### config.mk
export PLATFORM = sky130hd
export DESIGN_NAME = idex_skid_reg
export DESIGN_NICKNAME = d
export VERILOG_FILES = /design/src/rtl/idex_skid_reg.sv
export SDC_FILE = /design/constraint.sdc
export NUM_CORES = 1
export LEC_CHECK = 0
export BUFFER_PORTS_ARGS = -buffer_cell sky130_fd_sc_hd__buf_2
export CORE_MARGIN = 5
export CORE_UTILIZATION = 45
export CTS_BUF_LIST = sky130_fd_sc_hd__clkbuf_4 sky130_fd_sc_hd__clkbuf_8
export DETAILED_ROUTE_END_ITERATION = 16
export GPL_TIMING_DRIVEN = 0
export PLACE_DENSITY = 0.68
export SYNTH_ARGS = -nofsm -noshare
export SYNTH_HDL_FRONTEND = slang
export SYNTH_SLANG_ARGS = --single-unit
### constraint.sdc
create_clock -name clk -period 2.26 [get_ports clk]
set_input_delay 0.226 -clock clk [delete_from_list [all_inputs] [get_ports clk]]
set_output_delay 0.226 -clock clk [all_outputs]
set_load 0.01 [all_outputs]
### src/rtl/idex_skid_reg.sv
// Elastic ID->EX pipeline register with a 2-entry skid buffer, flush-to-bubble and control gating.
// Optional macro IDEX_PERF_CNT_EN adds saturating stall_cnt/bubble_cnt performance counters.
module idex_skid_reg #(
  parameter int DW = 8,
  parameter int IW = 32,
  parameter int PW = 32,
  parameter int CW = 11
) (
  input  logic          clk,
  input  logic          rst_n,
  input  logic          flush,
  input  logic          id_valid,
  output logic          id_ready,
  input  logic [DW-1:0] id_rd1,
  input  logic [DW-1:0] id_rd2,
  input  logic [IW-1:0] id_instr,
  input  logic [PW-1:0] id_pc4,
  input  logic [CW-1:0] id_ctrl,
  output logic          ex_valid,
  input  logic          ex_ready,
  output logic [DW-1:0] ex_rd1,
  output logic [DW-1:0] ex_rd2,
  output logic [IW-1:0] ex_instr,
  output logic [PW-1:0] ex_pc4,
  output logic [CW-1:0] ex_ctrl
`ifdef IDEX_PERF_CNT_EN
  ,
  output logic [15:0]   stall_cnt,
  output logic [15:0]   bubble_cnt
`endif
);

  localparam int LW = 2*DW + IW + PW + CW;

  typedef enum logic [1:0] {EMPTY, ONE, FULL} state_e;

  state_e        state_q, state_d;
  logic [LW-1:0] main_q, main_d;
  logic [LW-1:0] skid_q, skid_d;
  logic [LW-1:0] in_word;
  logic [CW-1:0] ctrl_q;
  logic          accept;
  logic          consume;

  assign in_word  = {id_rd1, id_rd2, id_instr, id_pc4, id_ctrl};
  // Both handshake flags come straight from the state register, so ex_ready never reaches id_ready combinationally.
  assign ex_valid = (state_q != EMPTY);
  assign id_ready = (state_q != FULL);
  assign accept   = id_valid & id_ready;
  assign consume  = ex_valid & ex_ready;

  assign {ex_rd1, ex_rd2, ex_instr, ex_pc4, ctrl_q} = main_q;
  assign ex_ctrl = ctrl_q & {CW{ex_valid}};

  always_ff @(posedge clk or negedge rst_n) begin
    if (!rst_n) begin
      state_q <= EMPTY;
      main_q  <= '0;
      skid_q  <= '0;
    end else begin
      state_q <= state_d;
      main_q  <= main_d;
      skid_q  <= skid_d;
    end
  end

  always_comb begin
    state_d = state_q;
    main_d  = main_q;
    skid_d  = skid_q;
    if (flush) begin
      state_d = EMPTY;
    end else begin
      unique case (state_q)
        EMPTY: begin
          if (accept) begin
            main_d  = in_word;
            state_d = ONE;
          end
        end
        ONE: begin
          if (accept && consume) begin
            main_d = in_word;
          end else if (accept) begin
            skid_d  = in_word;
            state_d = FULL;
          end else if (consume) begin
            state_d = EMPTY;
          end
        end
        FULL: begin
          if (consume) begin
            main_d  = skid_q;
            state_d = ONE;
          end
        end
        default: state_d = EMPTY;
      endcase
    end
  end

`ifdef IDEX_PERF_CNT_EN
  logic [15:0] stall_q;
  logic [15:0] bubble_q;

  always_ff @(posedge clk or negedge rst_n) begin
    if (!rst_n) begin
      stall_q  <= '0;
      bubble_q <= '0;
    end else begin
      if (ex_valid && !ex_ready && (stall_q != 16'hFFFF)) stall_q <= stall_q + 16'd1;
      if (!ex_valid && (bubble_q != 16'hFFFF)) bubble_q <= bubble_q + 16'd1;
    end
  end

  assign stall_cnt  = stall_q;
  assign bubble_cnt = bubble_q;
`endif

endmodule
# Word-level counts from Yosys, hierarchy flattened
# Index checks and enable logic that the tools add are counted.
# word_totals
reg_bits	184
inputBits	96
output_inout_bits	93
elab_cells	36
# op_classes
n_eq_ne	10
n_mux	11
bitwise_logic	5
reduce_logical	7
# ops
cell	count
$mux W91	3
$pmux W91 S3	1
$mux W2	6
$and A11 B11 Y11	1
$ne A3 B3 Y1 const B	3
$ne A2 B2 Y1 const B	4
$reduce_and A4 Y1	2
$pmux W2 S3	1
$reduce_and A5 Y1	1
$ne A4 B4 Y1 const B	1
$reduce_bool A3 Y1	1
$and A1 B1 Y1	2
$eq A2 B1 Y1 const B	1
$eq A2 B2 Y1 const B	1
$logic_not A2 Y1	1
$not A1 Y1	2
$reduce_bool A2 Y1	1
$logic_and A1 B1 Y1	1

# Longest topological paths before layout
# Gate-level depths: netlist of run 1.
# depth
word_depth	7
ltp_mapped	5
ltp_nobuf	4

# Worst setup path before layout of run 1
# OpenSTA, ideal clock, no wires.
# synth_timing
path_type	flip-flop to flip-flop
from	reg state_q[1]
to	reg main_q[10]
setup_ps	125
arrival_ps	1556
required_ps	2135
setup_slack_ps	579
stages_incl_launch_ff	6
n_path_buf	1
synth_period_minus_slack_ps	1681
path_cell_list	dfrtp_1 > nor2b_2 > nand2_1 > a21oi_4 > buf_4 > mux2_2
# synth_between
elab_chain_len	5
elab_cells_between_ends	14
cone_classes	eq/ne (6); mux (1); bitwise (2); reduce/logical (5)
# synth_lines
item	line_no	source
start: declaration	37	state_e state_q, state_d;
start signal: assignment	61	state_q <= state_d;
$ne A2 B2 Y1 / $reduce_bool A2 Y1 (equally long branches)	48, 47	
$and A1 B1 Y1 (on tied branches)	49, 50	
$logic_and A1 B1 Y1	82	if (accept && consume) begin
$ne A2 B2 Y1 (no line)	n/a	
$reduce_and A5 Y1 (no line)	n/a	
end signal: assignment	62	main_q <= main_d;
end: declaration	38	logic [LW-1:0] main_q, main_d;
# Parallel ways exist; a longest one is shown, timed or not.
# A chain may end at the register's enable or synchronous reset.

# Final worst setup path of run 1
# layout_timing
from	reg state_q[1]
to	reg main_q[9]
# The elaborated chain is that of the path after synthesis.

==> results of run 1 <==
==> state kept, by name, indices dropped and copies added, names as in the netlist <==
| name | count |
|---|---|
| main_q | 91 |
| skid_q | 91 |
| state_q | 2 |
==> cell type report <==
cell class	count	area share [%]
Multi-Input combinational cell	299	28.9
Timing Repair Buffer	262	15.3
Tap cell	260	2.90
Antenna cell	1	0.0223
Buffer	110	7.40
Clock inverter	13	2.14
Clock buffer	18	2.16
Sequential cell	184	41.1
Inverter	2	0.0670
==> per-stage QoR <==
step / worst slack, ns / instance area, µm² / power (W) / setup TNS, ns
floorplan: 0.579 / 8680 / 0.00596 / 0
global placement: -1.82 / 9950 / 0.00661 / -332.83
detailed placement: 0.196 / 9980 / 0.00677 / 0
CTS: 0.0552 / 11200 / 0.00954 / 0
global route: 0.0640 / 11200 / 0.00995 / 0
finish: 0.230 / 11200 / 0.00940 / 0
==> worst paths after layout <==
kind	depth (start not counted)	startpoint	endpoint
max	5	state_q[1]$_DFFE_PN0P_	main_q[9]$_DFFE_PN0P_
min	2	id_ctrl[6]	skid_q[6]$_DFFE_PN0P_
max reg2reg	5	state_q[1]$_DFFE_PN0P_	main_q[9]$_DFFE_PN0P_
min reg2reg	1	main_q[60]$_DFFE_PN0P_	main_q[60]$_DFFE_PN0P_
max in group asynchronous	3	rst_n	main_q[5]$_DFFE_PN0P_
min in group asynchronous	2	rst_n	main_q[63]$_DFFE_PN0P_
==> cells by family after synthesis <==
logic type	after synthesis	synth area share, %
mux	273	35.4
flops	184	53.0
simple gates	21	1.44
compound gates	5	0.490
buf+inv	112	9.61
==> where the power goes <==
part	switching (W)	internal [W]
registers	0.000400	0.00409
clock network	0.00118	0.00145
logic	0.000828	0.00145
total	0.00241	0.00699
==> critical path, stage by stage, from the launching register on <==
cell	delay, ns
dfrtp_1	0.45
nor2b_2	0.20
nand2_1	0.13
a21oi_4	0.48
buf_4	0.30
mux2_2	0.35
==> cells in the final DEF, fill, tap and decap left out, drive strengths merged <==
cell type / instances
o22a: 1
nor2: 2
nor3b: 1
o21a: 1
nand3b: 1
clkinv: 1
diode: 1
clkinvlp: 2
a21oi: 3
nand2: 2
dlygate4sd3: 73
clkbuf: 19
nor2b: 13
mux2: 273
dfrtp: 184
buf: 298
inv: 6
nor3: 1
bufinv: 6
nand2b: 1
==> what timing repair did <==
action	in CTS	in global routing
setup endpoints to repair	0	7
hold endpoints to repair	159	0
resized for setup	0	2
hold buffers	73	0
==> layer usage <==
layer  vias up  GRT usage [%]
met3        24           3.19
met4         0           6.09
met5         -              0
met1      2755           20.0
li1       2554              -
met2       117           31.5
==> flow_metrics.tcl, run 1 <==
set metrics [dict create \
    status "complete, no violations" \
    ant_nets 0 \
    h-tree-depth 4 \
    die_w_um 149 \
    cts_setup_buffers 0 \
    root_buffer "clkbuf_8" \
    yosysWarnings 0 \
    avgSynthCellArea_um2 14.6 \
    endpoint_kind "flop" \
    wl_met3_um 729 \
    ios 189 \
    utilization_pct 59.5 \
    yosysSeqAreaShare_pct 53.0 \
    worst_ep_required_time_ns 2.59 \
    syn2layout_area_growth_pct 29.0 \
    grt_pass1_vias 6067 \
    register_area_mm2 0.00460 \
    vias 5450 \
    insertion_delay_ns 0.45 \
    grt_max_degree 97 \
    dp.cells 1044 \
    synth_nets 691 \
    grt.total_usage_pct 17.2 \
    clock-sinks 184 \
    grt_pass1_wl_um 30600 \
    slew_headroom_pct 53.9 \
    synth_most_common_cell "mux2_2" \
    synthArstFlopShare_pct 100 \
    clkTransAtPathRegs_ns 0.09 \
    firstDrtPassIters 4 \
    whs_ns 0.0324 \
    min_path_type "input pin to flop" \
    multi_input_area_mm2 0.00324 \
    critPathKind "flop to flop" \
    rows 50 \
    synth.area.top_cells "dfrtp_1, mux2_2, buf_4" \
    clk_path_buf_depth 2 \
    dr_wl_met2_um 9860 \
    via_per_inst 4.74 \
    globalplace.congestion 0.776 \
    fp.dieH_um 149 \
    rrSetupSlack_ns 0.23 \
    yosysTopAreaCellShare_pct 53.0 \
    core-area_mm2 0.0188 \
    nets 972 \
    drc 0 \
    io_buffers 188 \
    synthCells 595 \
    dieArea_mm2 0.0222 \
    grt_overflow 0 \
    dr.first_iter.drc_count 161 \
    drt-total-wl_um 18500 \
    synth_edf_count 0 \
    hpwl_um 13000 \
    topRoutingLayerUsed "met4" \
    stdcell_count 1149 \
    min_period_ns 2.03 \
    p_per_area_mw_per_mm2 840 \
    ys_seq_elements 184 \
    finalSetupViolCount 0 \
    cts_tree "done" \
    synthFlopType "dfrtp_1" \
    period_share_pct 89.8 \
    routedWlPerCell_um 16.1 \
    ir_drop_mv 0.452 \
    maxCapViolCount 0 \
    worst_pin_slew_ns 0.692 \
    antenna_found_initial 1 \
    yosysTopAreaCell "dfrtp_1" \
    initial_core_util_pct 46.1 \
    rsz0062_at_grt "no" \
    synth_common_cells "mux2_2, dfrtp_1, buf_4" \
    numCtsBuffers 17 \
    ys_types 21 \
    skew_ns 0.0132 \
    nFillCells 1507 \
    power.leakage_nw 5.18 \
    arrival_ns 2.36 \
    drv_slew 0 \
    hold_violations 0 \
    drt-met1-wl_um 7610 \
    layout-drive-gt1-share_pct 67.5 \
    syn_area_mm2 0.00868 \
    cp-start-kind "flop" \
    max_freq_ghz 0.493 \
    cp_max_fo 10 \
]
No activity file was read; power rests on OpenSTA's default activity.
==> run 2, diff against run 1 <==
Settings changed: BUFFER_PORTS_ARGS -buffer_cell sky130_fd_sc_hd__buf_2 to -buffer_cell sky130_fd_sc_hd__clkbuf_2.
==> run 2 against run 1 <==
- power shrank 1.6%
- critical endpoint is now state_q[1]$_DFFE_PN0P_
- wire length grew 0.96%
- via count grew 0.59%
- first-iteration DRC count shrank 19%
==> flow_metrics.tcl, run 2 (synthesis results as in run 1) <==
set metrics [dict create \
    finalInstanceArea_mm2 0.0112 \
    path_cells "nor2b_1, buf_4, buf_2, a21oi_1, nor3_1, dlygate4sd3_1" \
    rows 50 \
    stdcell_count 1153 \
    hpwl_um 13200 \
    slew_headroom_pct 49.7 \
    p_total_w 0.00925 \
    rsz0062_at_grt "no" \
    io_buffers 188 \
    utilization_pct 59.5 \
    cts_tree "done" \
    grt_max_degree 97 \
    critPathKind "flop to flop" \
    antenna_found_initial 0 \
    routedWlPerCell_um 16.2 \
    fin_ws_ns 0.202 \
    root_buffer "clkbuf_8" \
    skew_ns 0.0108 \
    dr.first_iter.drc_count 131 \
    worst_pin_slew_ns 0.754 \
    grt_overflow 0 \
    worst_ep_required_time_ns 2.65 \
    p_comb_share_pct 24.8 \
    ant_nets 0 \
    drt-total-wl_um 18700 \
    swShare_pct 26.4 \
    globalplace.congestion 0.773 \
    nets 976 \
    cts_setup_buffers 0 \
    power_frac_seq_pct 48.5 \
    finalSetupViolCount 0 \
    p_per_area_mw_per_mm2 826 \
    dp.cells 1044 \
    grt.total_usage_pct 17.2 \
    rrSetupSlack_ns 0.20 \
    mostFrequentLayoutCells "mux2_2, clkbuf_2, dfrtp_1, buf_4, dlygate4sd3_1" \
    syn2layout_area_growth_pct 29.1 \
    crit_path_max_incr_delay_ns 0.58 \
    max_freq_ghz 0.486 \
    switchingPower_w 0.00244 \
    min_period_ns 2.06 \
    status "complete, no violations" \
    endpoint_kind "flop" \
    period_share_pct 91.1 \
    clk_path_buf_depth 2 \
    drc 0 \
    grt_pass1_vias 6272 \
    cp_max_fo 10 \
    arrival_ns 2.44 \
    maxCapViolCount 0 \
    p_clk_share_pct 26.7 \
    final_common_cell "mux2_2" \
    numCtsBuffers 17 \
    firstDrtPassIters 4 \
    core-area_mm2 0.0188 \
    vias 5482 \
    insertion_delay_ns 0.45 \
    dieArea_mm2 0.0222 \
    power.internal_w 0.00681 \
    clock-sinks 184 \
    via_per_inst 4.75 \
    h-tree-depth 4 \
    fp.dieH_um 149 \
    layout-drive-gt1-share_pct 67.2 \
    insertedDiodeCount 0 \
    reg.largest.list "main_q: 91 flops, skid_q: 91 flops, state_q: 2 flops" \
    ir_drop_mv 0.364 \
    drv_slew 0 \
    grt_pass1_wl_um 30900 \
    die_w_um 149 \
    hold_violations 0 \
    initial_core_util_pct 46.1 \
    nFillCells 1500 \
    placed_cell_area_mm2 0.00998 \
    crit_slowest_cell "dlygate4sd3_1" \
    place_ws_ns 0.198 \
    power.leakage_nw 5.21 \
    ios 189 \
    clkTransAtPathRegs_ns 0.09 \
    cp-start-kind "flop" \
    min_path_type "input pin to flop" \
]
==> run 2: cell count changes in the layout (fill, tap and decap cells not counted), sizes merged, moves of 2 or more <==
cell / before / now
buf: 298 / 110
bufinv: 6 / 4
clkbuf: 19 / 208
clkinv: 1 / 4
dlygate4sd3: 73 / 77
==> run 2: layout make-up <==
cell class	count	area, µm²	share of cell area [%]
buffer	110	828	7.39
tap	260	325	2.90
multi-input combinational	299	3240	28.9
inverter	2	7.51	0.0670
timing repair buffer	266	1750	15.6
sequential	184	4600	41.1
clock buffer	19	262	2.33
clock inverter	13	189	1.69
==> run 2: critical path: cells and delay by family (launching register included) <==
kind            cells  cell delay, ns
compound gates      1            0.08
buf+inv             3            1.11
flops               1            0.45
simple gates        2            0.36
==> run 2: what timing repair did <==
action | CTS | global route
hold endpoints to repair | 163 | 0
setup endpoints to repair | 0 | 10
resized for setup | 0 | 2
hold buffers | 77 | 0
==> run 2: metrics by stage <==
| step | hold slack [ns] | setup TNS [ns] |
|---|---|---|
| 2_1_floorplan | -0.0696 | 0 |
| 3_3_place_gp | 0.444 | -413.51 |
| 3_5_place_dp | 0.334 | 0 |
| 4_1_cts | 0.000558 | 0 |
| 5_1_grt | 0.00176 | 0 |
| 6_report | 0.0370 | 0 |
==> run 2: path summary, 6_finish.rpt <==
| kind | start | cells past startpoint | to |
|---|---|---|---|
| worst max-delay path | state_q[1]$_DFFE_PN0P_ | 6 | state_q[1]$_DFFE_PN0P_ |
| worst min-delay path | id_pc4[10] | 2 | skid_q[21]$_DFFE_PN0P_ |
| worst max register to register | state_q[1]$_DFFE_PN0P_ | 6 | state_q[1]$_DFFE_PN0P_ |
| worst min register to register | main_q[63]$_DFFE_PN0P_ | 1 | main_q[63]$_DFFE_PN0P_ |
| max in group asynchronous | rst_n | 3 | skid_q[20]$_DFFE_PN0P_ |
| min in group asynchronous | rst_n | 2 | main_q[63]$_DFFE_PN0P_ |
==> run 2: metal layers <==
layer | GRT usage, % | up-vias | share of wire, %
met3 | 3.28 | 29 | 3.6
met5 | 0 | - | 0
met2 | 31.4 | 117 | 53
met1 | 20.3 | 2761 | 41
met4 | 6.13 | 0 | 2.1
li1 | - | 2575 | -
==> run 2: power groups by stage <==
| stage | combinational, W | sequential (W) | clock, W |
|---|---|---|---|
| floorplan | 0.00155 | 0.00441 | 0 |
| global placement | 0.00214 | 0.00448 | 0 |
| detailed placement | 0.00223 | 0.00455 | 0 |
| CTS | 0.00234 | 0.00449 | 0.00256 |
| global route | 0.00251 | 0.00458 | 0.00268 |
| finish | 0.00230 | 0.00448 | 0.00247 |
==> run 3, diff against run 2 <==
Settings changed: CORE_ASPECT_RATIO set to 1.4.
==> run 3 against run 2 <==
- global-route usage rose by 0.43 points
- wire length is 1.2% higher
- worst hold slack gained 0.0049 ns
- critical endpoint is now main_q[10]$_DFFE_PN0P_
==> flow_metrics.tcl, run 3 (synthesis results as in run 1) <==
set metrics [dict create \
    skew_ns 0.0127 \
    firstDrtPassIters 5 \
    max_freq_ghz 0.483 \
    status "complete, no violations" \
    numCtsBuffers 17 \
    drv_slew 0 \
    final_common_cell "mux2_2" \
    reg.largest.list "main_q: 91 flops, skid_q: 91 flops, state_q: 2 flops" \
    worst_pin_slew_ns 0.850 \
    ant_nets 0 \
    fp.dieH_um 174 \
    hold_violations 0 \
    rows 60 \
    clkTransAtPathRegs_ns 0.09 \
    cts.repair.resized 0 \
    vias 5551 \
    rsz0062_at_grt "no" \
    stdcell_count 1152 \
    path_cells "dlygate4sd3_1, clkbuf_2, nand2b_1, nand2_1, a21oi_4, buf_4, mux2_2" \
    ios 189 \
    grt-busiest-layer "met2" \
    grt_pass1_wl_um 31400 \
    placed_cell_area_mm2 0.00997 \
    worst_ep_required_time_ns 2.60 \
    slew_headroom_pct 43.3 \
    finalSetupViolCount 0 \
    period_share_pct 91.5 \
    cts_setup_buffers 0 \
    routedWlPerCell_um 16.4 \
    root_buffer "clkbuf_8" \
    finalInstanceArea_mm2 0.0113 \
    drt-total-wl_um 18900 \
    via_per_inst 4.82 \
    critPathKind "input pin to flop" \
    finalSetupTns_ns 0 \
    cp_max_fo 10 \
    rrSetupSlack_ns 0.22 \
    ir_drop_mv 0.448 \
    cp-start-kind "input pin" \
    hold_buffers 83 \
    arrival_ns 2.41 \
    die_w_um 127 \
    clock-sinks 184 \
    grt.total_usage_pct 17.7 \
    grtUsageMet1_pct 19.5 \
    use_met3_pct 3.32 \
    grt_overflow 0 \
    use_met2_pct 33.1 \
    antenna_found_initial 0 \
    power.leakage_nw 5.28 \
    nFillCells 1571 \
    insertion_delay_ns 0.46 \
    maxCapViolCount 0 \
    endpoint_kind "flop" \
    layout-drive-gt1-share_pct 66.3 \
    dp.cells 1032 \
    grt_max_degree 105 \
    mostFrequentLayoutCells "mux2_2, clkbuf_2, dfrtp_1, buf_4, dlygate4sd3_1" \
    globalplace.congestion 0.773 \
    h-tree-depth 4 \
    io_buffers 188 \
    place_ws_ns 0.217 \
    core-area_mm2 0.0191 \
    syn2layout_area_growth_pct 30.7 \
    clk_path_buf_depth 2 \
    crit_path_max_incr_delay_ns 0.57 \
    crit_slowest_cell "dlygate4sd3_1" \
    grt_pass1_vias 6349 \
    fin_ws_ns 0.192 \
    drc 0 \
    dieArea_mm2 0.0222 \
    cts_tree "done" \
    insertedDiodeCount 0 \
    p_per_area_mw_per_mm2 838 \
    min_path_type "input pin to flop" \
    dr.first_iter.drc_count 139 \
    initial_core_util_pct 45.3 \
    utilization_pct 59.3 \
    hpwl_um 13400 \
    min_period_ns 2.07 \
    nets 987 \
]
[run 3: cell types whose count changed in the layout (fill, tap and decap cells not counted)]
cell           delta
inv_8             +2
inv_6             -1
clkbuf_2          -1
clkbuf_1          +1
clkinv_4          -2
clkinvlp_4        -1
dlygate4sd3_1    +11
bufinv_16         +2
[run 3: routing by layer]
metal / wire (µm) / part of all wire, %
met1: 7150 / 38
met2: 10600 / 56
met3: 748 / 4.0
met4: 417 / 2.2
met5: 0 / 0
[run 3: critical path, delay by kind of cell]
kind            cells  cell delay, ns
buf+inv             3            1.05
compound gates      1            0.50
simple gates        2            0.28
mux                 1            0.35
[run 3: path summary, 6_finish.rpt]
| path | cells after the start | startpoint | end |
|---|---|---|---|
| worst max-delay path | 7 | ex_ready | main_q[10]$_DFFE_PN0P_ |
| worst min-delay path | 2 | id_rd2[5] | skid_q[80]$_DFFE_PN0P_ |
| worst max register to register | 5 | state_q[1]$_DFFE_PN0P_ | main_q[10]$_DFFE_PN0P_ |
| worst min register to register | 1 | main_q[59]$_DFFE_PN0P_ | main_q[59]$_DFFE_PN0P_ |
| max in group asynchronous | 3 | rst_n | main_q[60]$_DFFE_PN0P_ |
| min in group asynchronous | 2 | rst_n | skid_q[23]$_DFFE_PN0P_ |
[run 3: through the flow]
stage          power [W]  hold WS, ns
2_1_floorplan    0.00596      -0.0696
5_1_grt           0.0101      0.00284
6_report         0.00951       0.0419
3_3_place_gp     0.00663        0.442
4_1_cts          0.00965     0.000889
3_5_place_dp     0.00679        0.392
[run 3: power breakdown]
part	internal (W)	switching, W
clock	0.00151	0.00119
sequential	0.00409	0.000399
combinational	0.00146	0.000855
total	0.00706	0.00245
[run 3: layout make-up]
| class | count | area [µm²] | area share, % |
|---|---|---|---|
| buffer | 110 | 827 | 7.29 |
| clock buffer | 19 | 262 | 2.30 |
| clock inverter | 13 | 238 | 2.09 |
| inverter | 2 | 7.51 | 0.0662 |
| multi-input combinational | 299 | 3240 | 28.6 |
| sequential | 184 | 4600 | 40.6 |
| tap | 248 | 310 | 2.73 |
| timing repair buffer | 277 | 1860 | 16.4 |
